==> src/rtl/imem_responder.sv <==
// Direct-mapped read-only instruction cache for the fetch unit.
// Hits answer one cycle after acceptance; misses refill a whole line word by word.
module imem_responder #(
  parameter int unsigned SETS       = 16,
  parameter int unsigned LINE_WORDS = 4
) (
  input  logic        i_clk,
  input  logic        i_rstn,
  input  logic [31:0] i_req_addr,
  input  logic [3:0]  i_req_bytemask,
  input  logic        i_req_valid,
  input  logic        i_req_ready,
  input  logic        i_flush,
  output logic [31:0] o_rsp_data,
  output logic        o_rsp_valid,
  output logic        o_rsp_ready,
  output logic [31:0] o_mem_addr,
  output logic        o_mem_req,
  input  logic        i_mem_ack,
  input  logic [31:0] i_mem_data,
  output logic        o_error
);

  localparam int unsigned OFF   = $clog2(LINE_WORDS);
  localparam int unsigned IDX   = $clog2(SETS);
  localparam int unsigned TAG_W = 32 - OFF - IDX - 2;

  typedef enum logic [1:0] {
    ST_READY  = 2'd0,
    ST_REFILL = 2'd1,
    ST_ERROR  = 2'd2
  } state_t;

  state_t state_q, state_d;

  logic [29:0]      lk_addr_q;
  logic             pending_q;
  logic             out_en_q;
  logic [SETS-1:0]  valid_q;
  logic [OFF-1:0]   cnt_q;
  logic             cancel_q;
  logic             mem_req_q;
  logic [31:0]      mem_addr_q;
  logic             error_q;

  logic [TAG_W-1:0] tag_mem  [SETS];
  logic [31:0]      data_mem [SETS][LINE_WORDS];

  logic [OFF-1:0]   lk_word;
  logic [IDX-1:0]   lk_idx;
  logic [TAG_W-1:0] lk_tag;
  logic [OFF-1:0]   cnt_inc;
  logic [31:0]      line_base;
  logic             hit_c;
  logic             legal_c;
  logic             last_c;
  logic             miss_c;
  logic             illegal_c;
  logic             accept_c;
  logic             rsp_valid_c;
  logic             rsp_ready_c;

  // The requester's ready is informational only; the response simply holds.
  logic unused_req_ready;
  assign unused_req_ready = i_req_ready;

  assign lk_word   = lk_addr_q[OFF-1:0];
  assign lk_idx    = lk_addr_q[OFF+IDX-1:OFF];
  assign lk_tag    = lk_addr_q[29:OFF+IDX];
  assign cnt_inc   = cnt_q + OFF'(1);
  assign line_base = {lk_tag, lk_idx, {(OFF+2){1'b0}}};
  assign last_c    = &cnt_q;
  assign legal_c   = (i_req_bytemask == 4'b1111) && (i_req_addr[1:0] == 2'b00);
  assign hit_c     = pending_q && valid_q[lk_idx] && (tag_mem[lk_idx] == lk_tag);

  always_ff @(posedge i_clk or negedge i_rstn) begin
    if (!i_rstn) state_q <= ST_READY;
    else         state_q <= state_d;
  end

  // Next state plus the combinational handshake seen in the lookup cycle.
  always_comb begin
    state_d     = state_q;
    rsp_valid_c = 1'b0;
    rsp_ready_c = 1'b0;
    miss_c      = 1'b0;
    illegal_c   = 1'b0;
    accept_c    = 1'b0;
    unique case (state_q)
      ST_READY: begin
        rsp_valid_c = hit_c;
        miss_c      = pending_q && !hit_c;
        rsp_ready_c = out_en_q && !miss_c;
        illegal_c   = i_req_valid && rsp_ready_c && !legal_c;
        accept_c    = i_req_valid && rsp_ready_c && legal_c && !i_flush;
        if (miss_c)         state_d = ST_REFILL;
        else if (illegal_c) state_d = ST_ERROR;
      end
      ST_REFILL: begin
        if (i_mem_ack && last_c) state_d = ST_READY;
      end
      ST_ERROR: state_d = ST_ERROR;
      default:  state_d = ST_READY;
    endcase
  end

  assign o_rsp_valid = rsp_valid_c;
  assign o_rsp_ready = rsp_ready_c;
  assign o_rsp_data  = rsp_valid_c ? data_mem[lk_idx][lk_word] : 32'h0;
  assign o_mem_req   = mem_req_q;
  assign o_mem_addr  = mem_addr_q;
  assign o_error     = error_q;

  always_ff @(posedge i_clk or negedge i_rstn) begin
    if (!i_rstn) begin
      lk_addr_q  <= '0;
      pending_q  <= 1'b0;
      out_en_q   <= 1'b0;
      valid_q    <= '0;
      cnt_q      <= '0;
      cancel_q   <= 1'b0;
      mem_req_q  <= 1'b0;
      mem_addr_q <= '0;
      error_q    <= 1'b0;
    end else begin
      out_en_q <= 1'b1;
      if (i_flush) begin
        valid_q   <= '0;
        pending_q <= 1'b0;
      end
      unique case (state_q)
        ST_READY: begin
          if (miss_c) begin
            pending_q  <= 1'b0;
            cnt_q      <= '0;
            cancel_q   <= 1'b0;
            mem_req_q  <= 1'b1;
            mem_addr_q <= line_base;
          end else if (illegal_c) begin
            error_q <= 1'b1;
          end else if (accept_c) begin
            lk_addr_q <= i_req_addr[31:2];
            pending_q <= 1'b1;
          end
        end
        ST_REFILL: begin
          if (i_flush) cancel_q <= 1'b1;
          if (i_mem_ack) begin
            cnt_q <= cnt_inc;
            if (last_c) begin
              // A flush seen at any point of the refill leaves the line invalid.
              mem_req_q       <= 1'b0;
              valid_q[lk_idx] <= !(cancel_q || i_flush);
            end else begin
              mem_addr_q <= {lk_tag, lk_idx, cnt_inc, 2'b00};
            end
          end
        end
        default: ;
      endcase
    end
  end

  // Tag and data storage carry no reset; valid bits qualify them.
  always_ff @(posedge i_clk) begin
    if (state_q == ST_REFILL && i_mem_ack) begin
      data_mem[lk_idx][cnt_q] <= i_mem_data;
      if (last_c) tag_mem[lk_idx] <= lk_tag;
    end
  end

endmodule

==> config.mk <==
export PLATFORM = sky130hd
export DESIGN_NAME = imem_responder
export DESIGN_NICKNAME = d
export VERILOG_FILES = /design/src/rtl/imem_responder.sv
export SDC_FILE = /design/constraint.sdc
export NUM_CORES = 2
export LEC_CHECK = 0
export ABC_AREA = 1
export CELL_PAD_IN_SITES_DETAIL_PLACEMENT = 2
export CELL_PAD_IN_SITES_GLOBAL_PLACEMENT = 2
export CORE_MARGIN = 2
export CORE_UTILIZATION = 40
export CTS_BUF_LIST = sky130_fd_sc_hd__clkbuf_16
export DETAILED_ROUTE_END_ITERATION = 12
export GPL_TIMING_DRIVEN = 0
export PLACE_DENSITY_LB_ADDON = 0.1
export SLEW_MARGIN = 20
export SYNTH_ARGS = -nofsm -noshare
export SYNTH_HDL_FRONTEND = slang
export SYNTH_SLANG_ARGS = --single-unit
==> constraint.sdc <==
create_clock -name i_clk -period 5 [get_ports i_clk]
set_input_delay 1 -clock i_clk [delete_from_list [all_inputs] [get_ports i_clk]]
set_output_delay 1 -clock i_clk [all_outputs]
set_load 0.01 [all_outputs]
======== After elaboration in Yosys (flattened, before gate mapping) ========
Memory sizes are Yosys's and may differ from the RTL's.
Cells that the tools add are included.
word-level totals
  RAM bits ................................ 2432
  logic and storage cells ................. 111
  bits in registers ....................... 87
  memories ................................ 2
operators by class
  multiplexer cells ....................... 48
  equality and inequality tests ........... 11
  $lt $le $gt $ge ......................... 5
  bitwise logic cells ..................... 4
  reduce and logical (&&, ||, !) cells .... 30
  add/subtract/negate cells ............... 1
memories
  memory    depth  bits a word  read ports  clocked after Yosys merged registers in  write ports  RTL line  RTL
  data_mem  16     128          1           0                                        1            47        logic [31:0] data_mem [SETS][LINE_WORDS];
  tag_mem   16     24           1           0                                        1            46        logic [TAG_W-1:0] tag_mem [SETS];
operator list
  cell                                                               count
  two-way mux 32 bit                                                 7
  two-way mux 128 bit                                                1
  binary-select mux 32 bit (select 2 bit)                            1
  demux 32 bit (select 2 bit)                                        1
  two-way mux 16 bit                                                 4
  case mux 32 bit (2 select lines)                                   1
  == test 24 bit                                                     1
  two-way mux 1 bit                                                  21
  bitwise mux 16 bit                                                 1
  logical AND 1 bit                                                  13
  inequality test 2 bit, second input constant                       6
  AND reduction 4 bit                                                3
  two-way mux 2 bit                                                  5
  AND reduction 3 bit                                                3
  greater-or-equal comparator 3 bit, second input constant           2
  inverter 2 -> 3 bit                                                2
  case mux 2 bit (3 select lines)                                    1
  logical NOT 1 bit                                                  5
  less-than comparator 4 x 5 -> 1 bit, second input constant         1
  binary-select mux 1 bit (select 4 bit)                             1
  demux 1 bit (select 4 bit)                                         1
  == test 4 bit, second input constant                               1
  greater-or-equal comparator 4 x 1 -> 1 bit, second input constant  1
  logical NOT 2 bit                                                  2
  other kinds (11)                                                   14

======== Depth between registers and ports, before layout ========
  depth in word-level cells ............... 16
  depth in mapped cells ................... 24

======== Worst setup path before layout ========
Ideal clock, no wire load.
  kind .................................... input to register
  start ................................... input port i_mem_ack
  end ..................................... memory data_mem[11][0] (netlist bit), enable pin
  arrival ................................. 4.206 ns
  stages on the path ...................... 7
  data required time ...................... 4.527 ns
  setup time .............................. 0.473 ns
  slack ................................... 0.321 ns
  buffers on the path ..................... 1
  cell sequence ........................... inv_1 -> nor2_1 -> inv_1 -> nor2_1 -> clkinv_1 -> clkbuf_1 -> nor2_1
between the ends
  longest elaborated chain between the ends .. 3
RTL lines
  element                                    RTL line  RTL
  start, declared                            19        input logic i_mem_ack,
  logical AND 1 bit                          166       if (state_q == ST_REFILL && i_mem_ack) begin
  two-way mux 1 bit                          166
  two-way mux 128 bit (implied by the code)  167       data_mem[lk_idx][cnt_q] <= i_mem_data;
  end, declared                              47
Every way passes these cells.

======== Worst setup path after layout ========
  start ................................... register lk_addr_q[2]
  end ..................................... output port o_rsp_data[30]
between the ends
  longest elaborated chain between the ends .. 6
  elaborated cells between the ends (all ways) .. 12
  those cells by class .................... 1 x eq/ne; 7 x mux; 2 x reduce/logical; 2 x memory
RTL lines
  element                                                                            RTL line  RTL
  start, declared                                                                    36        logic [29:0] lk_addr_q;
  start signal, assigned                                                             142       lk_addr_q <= i_req_addr[31:2];
  parallel branches: the longest is 5 deep, another holds memory read (16 x 24 bit)  -
  two-way mux 32 bit (*)                                                             109       assign o_rsp_data = rsp_valid_c ? data_mem[lk_idx][lk_word] : 32'h0;
  end, declared                                                                      14        output logic [31:0] o_rsp_data,
Every way passes the cells marked *. The select of a mux whose other input is x is not followed.

==> results.toml <==
[drt]
wirelength_um = 472000
via_count = 68380
ant_nets = 0
drtIter0Drc = 10430
firstDrtPassIters = 5
vias_per_cell = 6.718
wl_per_cell_um = 46.38
drc = 0

[sta]
fin_skew_ns = 0.06486
tns_ns = -12.31
report.final.hold_viol_count = 0
finalCritPeriodShare = 1.119
worstMarginPinSlew_ns = 1.279
slew_violations = 0
fmax_mhz = 178.7
relSlewSlack = 0.1476
finalSetupViolations = 34
rsz0062_at_grt = "yes"
timing.final.ws_setup_ns = -0.5959
period_needed_ns = 5.596

[synth]
synthTopCellsByCount = "edfxtp_1 (2432), nand2_1 (1051), o22ai_1 (940)"
synthCells = 6198
netlist.area_leader.share = 0.7804
synth_most_common_cell = "edfxtp_1"
synth_seq_area_share = 0.8031
synthTopCellsByArea = "edfxtp_1 (78%), o22ai_1 (6.3%), nand2_1 (4.2%), o21ai_0 (2.8%), dfrtp_1 (2.3%)"
netlist_area_um2 = 93590
synth_top_cell_by_area = "edfxtp_1"
ys_ff_latch = 2517
synth_edf_count = 2432
synth_cell_types = 38
async_flop_share = 0.03377
avgSynthCellArea_um2 = 15.10
ys_warn_count = 0
synth_flop_cell = "edfxtp_1"

[grt]
grt_pass1_vias = 70420
grt.overflow.total = 0
grt_max_degree = 65
grtUsageTotal = 0.3882
antenna_found_initial = 40
grt_pass1_wl_um = 622400

[worst_setup_path]
crit_path_start_kind = "flip-flop"
arrival_ns = 4.60
path_cells = "buf_12 -> nand2_8 -> clkbuf_8 -> clkbuf_2 -> o22ai_1 -> nor2_1 -> nor2_2 -> a221oi_2 -> nand3_1 -> o211ai_1 -> o21ai_2 -> nor2_1 -> clkdlybuf4s15_1"
rr_endpoint = "data_mem[12][10]$_DFFE_PP_"
reg2reg_depth = 11
r2r-start = "state_q[1]$_DFFE_PN0P_"
end_kind = "output pin"
cpPeakStageDelay_ns = 0.53
cp_slowest_cell = "o211ai_1"
crit_type = "reg -> out"
cp.required_ns = 4.00
r2r_slack_ns = 0.63
path_common_cell = "nor2_1"
worst-path-buf-inv = 4
path_delay_family = "compound AO/OA/AOI/OAI gates"
crit_path_max_fanout = 10

[floorplan]
die_h_um = 487.7
start_util = 0.4025
die_w_um = 487.7
num_rows = 177
core_um2 = 232500
die-area_um2 = 237900
pin_count = 142

[place]
numPortBuffers = 138
dp_hpwl_um = 317400
placed_area_um2 = 104700
placed_cells = 9615
gp_congestion = 0.8729
place_ws_ns = -2.894

[finish]
final-seq-area_um2 = 75160
drive_above_1_share = 0.2009
final-instance-count-excl-fill = 10180
multi_input_area_um2 = 18340
fillerInstances = 21300
syn_to_final_growth_pct = 25.42
final_nets = 6995
final_cell_area_um2 = 117400

[clock_network]
h-tree-depth = 5
numClockSinks = 2517
clk_latency_ns = 0.97
clkTransAtPathRegs_ns = 0.06
cts_made_buffers = 288
clk_path_buf_depth = 4
cts_tree = "built"
root_buffer = "clkbuf_16"

[outcome]
status = "complete, but fails checks"
violations = "negative setup slack"

[hold_path]
hp-class = "in -> reg"
worstHoldPathCells = 1
min-delay-start = "i_mem_data[4]"
hold_end = "data_mem[2][68]$_DFFE_PP_"

[power_and_ir_drop]
powerDensity_nw_per_um2 = 383.9
ir_drop_v = 0.0003471
p_leak_nw = 39.01

[job]
drv_cap = 0
## metrics by stage
step	hold WS (ns)	utilization	power, mW
after floorplan	0.4540	-	23.86
after global placement	0.4583	0.4248	24.63
after detailed placement	0.4593	0.4503	24.70
after CTS	0.2790	0.4993	44.91
after global routing	0.3060	0.5046	45.67
final	0.3189	0.5048	45.06
## state kept, by name, summed over array words and instances (netlist names), 2 cells and up
name and cells:
tag_mem 384, lk_addr_q 30, valid_q 16, data_mem 2048
cnt_q 2, o_mem_addr 30, state_q 2
## worst max path at each step
stage / to / from / cells after the start / slack [ns]
floorplan: data_mem[11][0]$_DFFE_PP_ / i_mem_ack / 7 / 0.32
global placement: valid_q[12]$_DFF_PN0_ / lk_addr_q[4]$_DFFE_PN0P_ / 9 / -7.43
detailed placement: o_rsp_data[14] / lk_addr_q[2]$_DFFE_PN0P_ / 13 / -2.89
CTS: o_rsp_ready / lk_addr_q[2]$_DFFE_PN0P_ / 21 / -0.69
global route: o_rsp_ready / lk_addr_q[2]$_DFFE_PN0P_ / 23 / -0.57
finish: o_rsp_data[30] / lk_addr_q[2]$_DFFE_PN0P_ / 13 / -0.60
## routing by layer
metal	part of all wire	wire, um	track usage
met5	0.00018	86	0
met4	0.080	37990	0.2645
met3	0.11	51220	0.09022
met2	0.46	217800	0.6133
met1	0.35	165000	0.4747
## area by class of cell
type / count / share of cell area
diodes: 13 / 0.0002772
plain buffers: 399 / 0.02923
clock buffers: 293 / 0.06247
clock inverters: 202 / 0.01200
inverters: 91 / 0.003134
multi-input cells: 3191 / 0.1563
flip-flops and latches: 2517 / 0.6404
well taps: 3043 / 0.03244
repair buffers: 429 / 0.06382
## where the power goes
part / internal (mW) / leakage [nW] / switching, mW
Clock: 11.6 / 4.52 / 9.01
Combinational: 0.324 / 11.4 / 0.963
Sequential: 23.1 / 23.1 / 0.0517
Total: 35.0 / 39.0 / 10.0
## what timing repair did
action,in CTS,in global routing
gates resized for setup,1083,338
hold buffers,1,0
pin swaps,88,90
setup endpoints to repair,891,34
gates cloned,0,9
setup buffers,10,36
hold endpoints to repair,4,0
## cell families after synthesis
family | Yosys count | synth area share
buffers and inverters | 491 | 0.02139
other | 2 | 0.00008025
AO/OA/AOI/OAI | 1738 | 0.1128
flip-flops | 2517 | 0.8031
AND/OR/NAND/NOR | 1446 | 0.06214
adder cells (fa/ha/maj) | 4 | 0.0005348
## placed cells by master, fill, tap and decap left out, drive strengths merged, types with 20 or more instances in the layout
| cell type | netlist | final |
|---|---|---|
| o22a | 47 | 47 |
| clkbuf | 248 | 537 |
| dfrtp | 85 | 85 |
| a21oi | 47 | 47 |
| clkdlybuf4s50 | 0 | 71 |
| nand4 | 98 | 98 |
| o21ai | 558 | 558 |
| a41oi | 40 | 40 |
| nor2 | 210 | 210 |
| edfxtp | 2432 | 2432 |
| o221ai | 63 | 63 |
| nand3 | 69 | 69 |
| inv | 89 | 149 |
| clkinv | 2 | 121 |
| nand2 | 1053 | 1053 |
| o22ai | 940 | 940 |
| bufinv | 0 | 20 |
| buf | 152 | 507 |
(Power assumes the default switching activity.)
